<file path="config.mk">
export PLATFORM = sky130hd
export DESIGN_NAME = dlx_hazard_ctrl
export DESIGN_NICKNAME = d
export VERILOG_FILES = /design/src/rtl/dlx_hazard_ctrl.sv
export SDC_FILE = /design/constraint.sdc
export NUM_CORES = 1
export LEC_CHECK = 0
export BUFFER_PORTS_ARGS = -buffer_cell sky130_fd_sc_hd__buf_4
export CORE_UTILIZATION = 30
export CTS_BUF_LIST = sky130_fd_sc_hd__clkbuf_16
export DETAILED_ROUTE_END_ITERATION = 7
export PLACE_DENSITY = 0.56
export SLEW_MARGIN = 30
export SYNTH_ARGS = -nofsm -noshare
export SYNTH_HDL_FRONTEND = slang
export SYNTH_SLANG_ARGS = --single-unit
</file>
<file path="constraint.sdc">
create_clock -name clk -period 3.95 [get_ports clk]
set_input_delay 0.79 -clock clk [delete_from_list [all_inputs] [get_ports clk]]
set_output_delay 0.79 -clock clk [all_outputs]
set_load 0.05 [all_outputs]
</file>
<file path="src/rtl/dlx_hazard_ctrl.sv">
// dlx_hazard_ctrl: DLX pipeline stall/flush controller (RAW detection against EX and MEM, branch flush, counters)
//   in : clk, reset (async, active-high), id_rs/id_rt + id_uses_rs/id_uses_rt (ID sources),
//        ex_rd/ex_reg_write, mem_rd/mem_reg_write (pending writers), mem_pcsrc (taken branch in MEM)
//   out: pc_write, if_id_write, id_ex_bubble, if_id_flush, id_ex_flush, ex_mem_flush (zero-latency controls),
//        state (RUN=00 STALL=01 FLUSH=10), stall_cycles, flush_events (saturating), hazard_err (sticky overrun)
module dlx_hazard_ctrl (
  input  logic        clk,
  input  logic        reset,
  input  logic [4:0]  id_rs,
  input  logic [4:0]  id_rt,
  input  logic        id_uses_rs,
  input  logic        id_uses_rt,
  input  logic [4:0]  ex_rd,
  input  logic        ex_reg_write,
  input  logic [4:0]  mem_rd,
  input  logic        mem_reg_write,
  input  logic        mem_pcsrc,
  output logic        pc_write,
  output logic        if_id_write,
  output logic        id_ex_bubble,
  output logic        if_id_flush,
  output logic        id_ex_flush,
  output logic        ex_mem_flush,
  output logic [1:0]  state,
  output logic [15:0] stall_cycles,
  output logic [15:0] flush_events,
  output logic        hazard_err
);
  localparam logic [1:0] RUN = 2'b00, STALL = 2'b01, FLUSH = 2'b10;
  logic [1:0]  state_q, state_d, stall_run_q, stall_run_d;
  logic [15:0] stall_cycles_q, stall_cycles_d, flush_events_q, flush_events_d;
  logic        hazard_err_q, hazard_err_d;
  logic        raw_ex, raw_mem, hazard, stall;
  assign raw_ex  = ex_reg_write && ex_rd != 5'd0 &&
                   ((id_uses_rs && id_rs == ex_rd) || (id_uses_rt && id_rt == ex_rd));
  assign raw_mem = mem_reg_write && mem_rd != 5'd0 &&
                   ((id_uses_rs && id_rs == mem_rd) || (id_uses_rt && id_rt == mem_rd));
  // the cycle after a flush, ID holds a bubble, so its source fields are meaningless
  assign hazard  = (raw_ex || raw_mem) && state_q != FLUSH;
  assign stall   = hazard && !mem_pcsrc;
  always_ff @(posedge clk or posedge reset) begin
    if (reset) begin
      state_q        <= RUN;
      stall_run_q    <= 2'd0;
      stall_cycles_q <= 16'd0;
      flush_events_q <= 16'd0;
      hazard_err_q   <= 1'b0;
    end else begin
      state_q        <= state_d;
      stall_run_q    <= stall_run_d;
      stall_cycles_q <= stall_cycles_d;
      flush_events_q <= flush_events_d;
      hazard_err_q   <= hazard_err_d;
    end
  end
  always_comb begin
    state_d        = mem_pcsrc ? FLUSH : stall ? STALL : RUN;
    stall_run_d    = !stall ? 2'd0 : stall_run_q == 2'd3 ? 2'd3 : stall_run_q + 2'd1;
    stall_cycles_d = (stall && stall_cycles_q != 16'hFFFF) ? stall_cycles_q + 16'd1 : stall_cycles_q;
    flush_events_d = (mem_pcsrc && flush_events_q != 16'hFFFF) ? flush_events_q + 16'd1 : flush_events_q;
    hazard_err_d   = hazard_err_q || (stall && stall_run_q == 2'd2);
  end
  // reset gates the controls directly so they drop before any clock edge
  always_comb begin
    pc_write     = !reset && !stall;
    if_id_write  = !reset && !stall;
    id_ex_bubble = !reset && stall;
    if_id_flush  = !reset && mem_pcsrc;
    id_ex_flush  = !reset && mem_pcsrc;
    ex_mem_flush = !reset && mem_pcsrc;
  end
  assign state        = state_q;
  assign stall_cycles = stall_cycles_q;
  assign flush_events = flush_events_q;
  assign hazard_err   = hazard_err_q;
endmodule

</file>
Yosys cells after proc, flatten, opt, wreduce, memory -nomap -nowiden

Index checks and enable logic that the tools add are counted.

Input port bits: 27
Memories kept: 0
Memory bits (writable): 0
Bits in latches: 0
Register bits after elaboration: 37
Output and inout bits: 41
Bits in read-only memories: 0
Logic and storage cells: 46

Order comparisons: 0
Bitwise gates (word level): 0
Multiplexer cells: 4
Eq/ne operators: 9
$mul: 0
Shift operators: 0
Div/mod/pow operators: 0
Reductions and logical operators: 25
Add/subtract/negate cells: 3

Operator list:

| kind                                                             | count |
|---|---|
| 16-bit by 1-bit adder with 16-bit output (second input constant) | 2 |
| 16-bit != test (second input constant)                           | 2 |
| 5-bit equality test                                              | 4 |
| 1-bit logical AND                                                | 16 |
| 5-bit nonzero test                                               | 2 |
| 2-bit 2-to-1 mux                                                 | 3 |
| 2-bit equality test (second input constant)                      | 2 |
| 1-bit logical OR                                                 | 4 |
| 1-bit logical NOT                                                | 3 |
| 2-bit by 1-bit adder with 2-bit output (second input constant)   | 1 |
| 2-bit != test (second input constant)                            | 1 |
| 1-bit 2-to-1 mux                                                 | 1 |

Depth between registers and ports, before layout

Gate-level depths: netlist of the first run.

Depth after elaboration: 9
Depth in mapped cells: 8
Depth with buffers taken out: 6

Least setup slack after synthesis of the first run

Ideal clock, no wire load.

Path kind: input -> output
From: input port ex_rd[1]
To: output port pc_write
Stages: 7
Path slack: 317 ps
Required time: 3,160 ps
Arrival time: 2,843 ps
Cells stage by stage: or4_1 -> o211ai_1 -> o22a_1 -> buf_6 -> inv_1 -> nor2_1 -> buf_4

Longest elaborated chain between the ends: 9
Elaborated cells between the ends (all ways): 13
Classes of those cells: 2 x eq/ne; 11 x reduce/logical

RTL lines:

| element               | RTL line | text |
|---|---|---|
| start: declaration    | 13       | `input logic [4:0] ex_rd,` |
| 5-bit equality test   | 35       | `((id_uses_rs && id_rs == ex_rd) \|\| (id_uses_rt && id_rt == ex_rd));` |
| 1-bit logical AND     | 35       |  |
| 1-bit logical OR      | 35       |  |
| 1-bit logical AND (*) | 34       | `assign raw_ex = ex_reg_write && ex_rd != 5'd0 &&` |
| 1-bit logical OR (*)  | 39       | `assign hazard = (raw_ex \|\| raw_mem) && state_q != FLUSH;` |
| 1-bit logical AND (*) | 39       |  |
| 1-bit logical AND (*) | 40       | `assign stall = hazard && !mem_pcsrc;` |
| 1-bit logical NOT (*) | --       |  |
| 1-bit logical AND (*) | --       |  |
| end: declaration      | 18       | `output logic pc_write,` |

Every way passes the cells marked *; elsewhere a longest branch is shown, timed or not.

Final worst setup path of the first run

From: input port ex_rd[4]
To: output port id_ex_bubble

Longest elaborated chain between the ends: 8
Elaborated cells between the ends (all ways): 12
Classes of those cells: 2 x eq/ne; 10 x reduce/logical

RTL lines:

| element               | RTL line | text |
|---|---|---|
| 5-bit equality test   | 35       |  |
| 1-bit logical AND     | 35       |  |
| 1-bit logical OR      | 35       |  |
| 1-bit logical AND (*) | 34       |  |
| 1-bit logical OR (*)  | 39       |  |
| 1-bit logical AND (*) | 39       |  |
| 1-bit logical AND (*) | 40       |  |
| 1-bit logical AND (*) | 67       | `id_ex_bubble = !reset && stall;` |
| end: declaration      | 20       | `output logic id_ex_bubble,` |

Marked as above.

==> results of run 1 <==
==> kinds of logic (layout without fill, tap and decap cells) <==
| family | Yosys count | count (layout) | synth area share, % |
|---|---|---|---|
| buffers and inverters | 14 | 83 | 3.91 |
| DFF | 37 | 37 | 45.3 |
| AOI/OAI and AO/OA | 9 | 9 | 3.24 |
| muxes | 2 | 2 | 1.10 |
| and+or+nand+nor | 70 | 70 | 23.9 |
| adders and majority gates | 2 | 2 | 1.22 |
| xor gates and xnor gates | 50 | 50 | 21.4 |
==> power breakdown <==
group          leakage (nW)  switching (mW)  internal (mW)
clock                0.0687           0.145          0.228
sequential            0.496          0.0559          0.423
combinational         0.766           0.237          0.128
==> per-layer routing <==
layer,vias up,global-route usage (%),wire length (µm)
li1,780,-,-
met1,746,17.7,2130
met2,51,20.0,2090
met3,4,3.44,268
met4,0,5.39,46
met5,-,0,0
==> registers in the layout, summed over array words and instances, names as in the netlist <==
register / count
flush_events: 16
stall_cycles: 16
stall_run_q: 2
state: 2
hazard_err: 1
==> synthesized netlist by cell type (all sizes together) (3+ instances only) <==
| library cell | count |
|---|---|
| and4 | 4 |
| buf | 6 |
| nor4 | 9 |
| dfrtp | 37 |
| inv | 5 |
| nand4 | 9 |
| xnor2 | 17 |
| nand3 | 8 |
| nor2 | 6 |
| and3 | 6 |
| clkbuf | 3 |
| nor4b | 5 |
| xor2 | 33 |
| nor3 | 3 |
| and2 | 5 |
| nand2 | 10 |
==> worst min-delay path by stage <==
stage                           to            from  slack, ns
floorplan           stall_run_q[0]  stall_run_q[0]       0.45
global placement        hazard_err      hazard_err       0.45
detailed placement      hazard_err      hazard_err       0.46
CTS                     hazard_err      hazard_err       0.47
global route        stall_run_q[0]  stall_run_q[0]       0.51
finish                  hazard_err      hazard_err       0.46
==> tightest hold or removal path: cells and delay by family, from the launching register on <==
family,cells,cell delay [ns]
buffers and inverters,1,0.04
AO/OA/AOI/OAI,1,0.05
flip-flops,1,0.34
==> layout make-up <==
cell class	count	share of cell area, %
multi-input combinational	133	37.9
timing repair buffer	70	19.2
sequential	37	33.7
clock inverter	3	0.456
tap	77	3.51
inverter	5	0.684
clock buffer	5	4.56
==> stage by stage <==
step           hold slack [ns]  power [mW]
2_1_floorplan            0.446       0.725
3_3_place_gp             0.454       0.851
3_5_place_dp             0.456       0.851
4_1_cts                  0.469        1.23
5_1_grt                  0.513        1.27
6_report                 0.463        1.22
==> layout by cell type, fill, tap and decap left out, types with 3 or more instances in the layout <==
| cell type | count |
|---|---|
| nand4_1 | 9 |
| buf_4 | 70 |
| xnor2_1 | 17 |
| nor4_1 | 3 |
| xor2_1 | 33 |
| nor4_2 | 6 |
| nand2_1 | 10 |
| and2_1 | 5 |
| clkbuf_16 | 5 |
| nor4b_2 | 5 |
| dfrtp_1 | 37 |
| nand3_1 | 8 |
| inv_1 | 5 |
| nor2_1 | 5 |
| and3_1 | 6 |
| and4_1 | 4 |
==> impl_metrics.tcl, run 1 <==
set metrics [dict create \
    failed_checks "DRC" \
    synth-async-reset-ratio_pct 100 \
    max_freq_mhz 318 \
    reg2reg_to "stall_cycles[13]" \
    hold_buffers 0 \
    grt_max_degree 38 \
    crit_slowest_cell "nor4_1" \
    drt_pre_antenna_iters 6 \
    skew_ns 0.00298 \
    design_area_um2 2740 \
    ys_top_cells_by_area "dfrtp_1 (45%), xor2_1 (14%), xnor2_1 (7.3%)" \
    syn_area_per_cell_um2 11.1 \
    avgRoutedWirePerCell_um 13.8 \
    finalSetupTns_ns 0 \
    nets 281 \
    crit_arrival_ns 2.35 \
    antenna_left 0 \
    path_class "input pin to output port" \
    core-area_um2 6460 \
    synth_cell_types 33 \
    port_buffers 67 \
    crit_path_start_kind "input pin" \
    wl_mm 4.54 \
    setup_slack_ns 0.806 \
    cts_resized 0 \
    yosysTopAreaCell "dfrtp_1" \
    grt_pass1_vias 1569 \
    die_area_um2 7150 \
    drt_iter0_markers 58 \
    syn_area_um2 2050 \
    fillCellCount 645 \
    crit_family "buffers and inverters" \
    grt_pass1_wl_mm 7.45 \
    cp-startpoint "ex_rd[4]" \
    outcome "finished, violations left" \
    hold_viol 0 \
    cts_sinks 37 \
    cp_common_cell "buf_4" \
    antenna_found_initial 0 \
    min_path_type "flop to flop" \
    track_usage_pct 13.1 \
    utilization_pct 42.5 \
    power_density_nw_per_um2 443 \
    gp_congestion 0.826 \
    num_vias 1581 \
    placed_cells 322 \
    seq_area_um2 926 \
    path_depth 8 \
    drc_errors 7 \
    worst-path-buf-inv 3 \
    routed_via_density 4.79 \
    syn_to_final_growth_pct 34.1 \
    worstReg2RegStart "stall_cycles[0]" \
    finalCriticalPeriod_ns 3.14 \
    maxCapViolCount 0 \
    placed_area_um2 2610 \
    cts_buffers 5 \
    max_slew_margin_pct 64.0 \
    final_max_slew_viol_count 0 \
    worstPathRequired_ns 3.16 \
    cp_max_fo 19 \
    worst_pin_slew_ns 0.537 \
    htreeDepth 2 \
    rsz0062_at_grt "no" \
    yosysSeqAreaShare_pct 45.3 \
    rrSetupSlack_ns 1.78 \
    drive_gt1_share_pct 35.6 \
    root_buffer "clkbuf_16" \
    netlist_instances 184 \
    synth_flop_cell "dfrtp_1" \
    die_h_um 84.6 \
    slowest_delay_ns 0.38 \
    period_share_pct 79.6 \
    setup_viol 0 \
    cts_tree "done" \
    die_w_um 84.6 \
    overflow 0 \
    vdd.ir_drop.worst_uv 336 \
    clock_latency_ns 0.27 \
    multiInputGateArea_um2 1040 \
    rows 29 \
    finalNonFillerCells 330 \
    postCtsSetupBuffers 0 \
    yosysWarnings 0 \
    synth_fp_nets 213 \
    synth-seq-cells 37 \
    dp_hpwl_mm 3.33 \
    cp-end-kind "output port" \
    pin_count 68 \
    path_cells "buf_4 -> xor2_1 -> nor4_1 -> a32oi_1 -> o22a_1 -> buf_4 -> nor2_1 -> buf_4" \
    num_antenna_cells 0 \
    post-place-ws_ns 0.833 \
    worstHoldPathCells 2 \
    yosys.area.top_type_share_pct 45.3 \
    start_util_pct 31.7 \
    synth_enable_flop_cells 0 \
    clk_pin_slew_ns 0.06 \
    cts_buffer_depth 2 \
    reg2reg_depth 6 \
    endpoint "id_ex_bubble" \
    p_leak_nw 1.33 \
]
Power figures use the tool's default switching activity.
==> inputs of run 2 (changes only) <==
--- a/config.mk
+++ b/config.mk
@@ -5,11 +5,12 @@
 export SDC_FILE = /design/constraint.sdc
 export NUM_CORES = 1
 export LEC_CHECK = 0
+export ABC_AREA = 1
 export BUFFER_PORTS_ARGS = -buffer_cell sky130_fd_sc_hd__buf_4
 export CORE_UTILIZATION = 30
 export CTS_BUF_LIST = sky130_fd_sc_hd__clkbuf_16
 export DETAILED_ROUTE_END_ITERATION = 7
-export PLACE_DENSITY = 0.56
+export PLACE_DENSITY = 0.54
 export SLEW_MARGIN = 30
 export SYNTH_ARGS = -nofsm -noshare
 export SYNTH_HDL_FRONTEND = slang
==> constraint.sdc (replaced) <==
create_clock -name clk -period 3.2 [get_ports clk]
set_input_delay 0.64 -clock clk [delete_from_list [all_inputs] [get_ports clk]]
set_output_delay 0.64 -clock clk [all_outputs]
set_load 0.05 [all_outputs]
==> run 2 against run 1 <==
The run now ends clean. Sequential share of layout area shrank 5.9 points. Sequential power grew 26%. Via count grew 60%. Area after synthesis grew 26%. Combinational power grew 68%. Die area grew 26%. Design area grew 21%. Utilization shrank 2.4 points. Non-clock buffer count grew 1. Cell count grew 68%. Routed wire length grew 41%. First-iteration DRC count grew 86%. Largest cell class unchanged.
==> impl_metrics.tcl, run 2 <==
set metrics [dict create \
    drc_errors 0 \
    outcome "complete, no violations" \
    syn_area_um2 2590 \
    clk_pin_slew_ns 0.06 \
    worst_pin_slew_ns 0.488 \
    drive_gt1_share_pct 20.8 \
    skew_ns 0.00385 \
    cp_max_fo 5 \
    cts_tree "done" \
    die_area_um2 9000 \
    slowest_delay_ns 0.22 \
    switching_share_pct 40.8 \
    pin_count 68 \
    core-area_um2 8300 \
    layout_commonest_cell "nand2_1" \
    worst-path-buf-inv 5 \
    synth_flop_cell "dfrtp_1" \
    post-place-ws_ns 0.658 \
    cp-end-kind "output port" \
    yosys.area_share.simple_pct 41.1 \
    cts_buffers 5 \
    finalSetupTns_ns 0 \
    path_class "input pin to output port" \
    synthAdderAreaFrac_pct 0.968 \
    final_max_slew_viol_count 0 \
    clock_latency_ns 0.28 \
    finalCriticalPeriod_ns 2.54 \
    start_util_pct 31.2 \
    synth-seq-cells 37 \
    crit_slowest_cell "buf_4" \
    routed_via_density 4.54 \
    combPwrFrac_pct 36.3 \
    ys_top_cells_by_area "dfrtp_1 (36%), nand2_1 (20%), inv_1 (7.1%)" \
    drt_pre_antenna_iters 4 \
    setup_viol 0 \
    nets 480 \
    p_sw_uw 692 \
    rows 33 \
    vdd.ir_drop.worst_uv 211 \
    synth_cell_types 29 \
    max_freq_mhz 393 \
    seq_area_um2 926 \
    ys_top_cells_by_count "nand2_1 (139), inv_1 (49), nor2_1 (42)" \
    path_cells "buf_4 -> inv_1 -> nand4_1 -> o21ai_0 -> inv_1 -> nand2_1 -> nand2_2 -> nand2_1 -> inv_1 -> nor2_1 -> buf_4" \
    synth-async-reset-ratio_pct 100 \
    synth_xor_area_share_pct 8.47 \
    hold_viol 0 \
    cts_buffer_depth 2 \
    crit_family "buffers and inverters" \
    synth_fp_nets 410 \
    min_path_type "input pin to async pin" \
    power.internal_mw 1.00 \
    netlist_instances 381 \
    grt_pass1_wl_mm 10.8 \
    cp_common_cell "inv_1" \
    yosysMostFrequentCell "nand2_1" \
    muxShareOfSynthArea_pct 0 \
    die_w_um 94.9 \
    syn_to_final_growth_pct 28.7 \
    power_frac_seq_pct 35.5 \
    p_clk_share_pct 28.2 \
    cts_sinks 37 \
    die_h_um 94.9 \
    synth-compound-area-share_pct 3.92 \
    grt_max_degree 24 \
    yosys.area.top_type_share_pct 35.8 \
    postCtsSetupBuffers 0 \
    worstPathRequired_ns 2.56 \
    gp_congestion 0.859 \
    syn_area_per_cell_um2 6.79 \
    yosysWarnings 0 \
    overflow 0 \
    yosysTopAreaCell "dfrtp_1" \
    power_density_nw_per_um2 509 \
    cts_resized 0 \
    antenna_found_initial 0 \
    num_antenna_cells 0 \
    wl_mm 6.41 \
    setup_slack_ns 0.657 \
    hold_slack_ns 0.411 \
    crit_path_start_kind "input pin" \
    htreeDepth 2 \
    period_share_pct 79.5 \
    final_cell_mix "nand2_1 (139), buf_4 (71), inv_1 (48)" \
    fillCellCount 873 \
    synth_top_family_by_area "simple AND/OR/NAND/NOR gates" \
    yosysSeqAreaShare_pct 35.8 \
    drt_iter0_markers 108 \
    synth_enable_flop_cells 0 \
    grt_pass1_vias 2399 \
    antenna_left 0 \
    num_vias 2527 \
    hold_buffers 0 \
    root_buffer "clkbuf_16" \
    multiInputGateArea_um2 1410 \
    dp_hpwl_mm 5.01 \
    rsz0062_at_grt "no" \
    avgRoutedWirePerCell_um 11.5 \
    maxCapViolCount 0 \
    p_leak_nw 1.73 \
    track_usage_pct 15.1 \
    port_buffers 67 \
    max_slew_margin_pct 67.4 \
    crit_arrival_ns 1.90 \
]
==> run 2: kinds of logic after synthesis <==
family	after synthesis
fa+ha+maj	2
buf+inv	59
compound gates	16
simple gates	242
flops	37
xor+xnor	25
==> run 2: worst reg2reg max path, cell delays in order, from the launching register on <==
cell     delay (ns)
dfrtp_1        0.46
ha_1           0.25
nand3_2        0.13
inv_2          0.11
nand2_2        0.06
nor2_4         0.16
nand4_4        0.26
nand3_2        0.34
nand2_1        0.09
nand2_1        0.06
==> run 2: worst paths after layout <==
path                            startpoint               to  slack (ns)  cells past startpoint
min                                  reset         state[0]        0.41                      2
max in group asynchronous            reset  flush_events[2]        2.27                      3
min reg2reg                 stall_run_q[0]   stall_run_q[0]        0.45                      1
max reg2reg                stall_cycles[0]  stall_cycles[3]        1.22                      9
max                              mem_rd[2]         pc_write        0.66                     11
min in group clk            stall_run_q[0]   stall_run_q[0]        0.45                      1
==> run 2: power by group through the flow <==
stage,sequential [mW],clock (mW),combinational [mW]
2_1_floorplan,0.809,0,0.226
3_3_place_gp,0.612,0,0.616
3_5_place_dp,0.614,0,0.620
4_1_cts,0.605,0.490,0.620
5_1_grt,0.616,0.503,0.671
6_report,0.602,0.477,0.615
==> run 2: layout make-up <==
class / count / share of cell area [%]
clock buffer: 5 / 3.76
inverter: 51 / 5.83
timing repair buffer: 71 / 16.0
tap: 105 / 3.95
clock inverter: 2 / 0.338
sequential: 37 / 27.8
multi-input combinational: 285 / 42.3
==> run 2: through the flow <==
| stage | total power [mW] | instance area (µm²) | util, % | std cells |
|---|---|---|---|---|
| 5_1_grt | 1.79 | 3330 | 40.1 | 556 |
| 2_1_floorplan | 1.03 | 2590 | - | 381 |
| 4_1_cts | 1.71 | 3330 | 40.1 | 556 |
| 3_5_place_dp | 1.23 | 3190 | 38.5 | 549 |
| 3_3_place_gp | 1.23 | 3190 | 38.5 | 549 |
| 6_report | 1.69 | 3330 | 40.1 | 556 |
==> run 2: routing by layer <==
| layer | share of wire (%) | up-vias | GRT usage [%] |
|---|---|---|---|
| li1 | - | 1333 | - |
| met1 | 47 | 1127 | 20.1 |
| met2 | 48 | 59 | 25.4 |
| met3 | 3.3 | 8 | 1.53 |
| met4 | 1.6 | 0 | 5.05 |
| met5 | 0 | - | 0 |
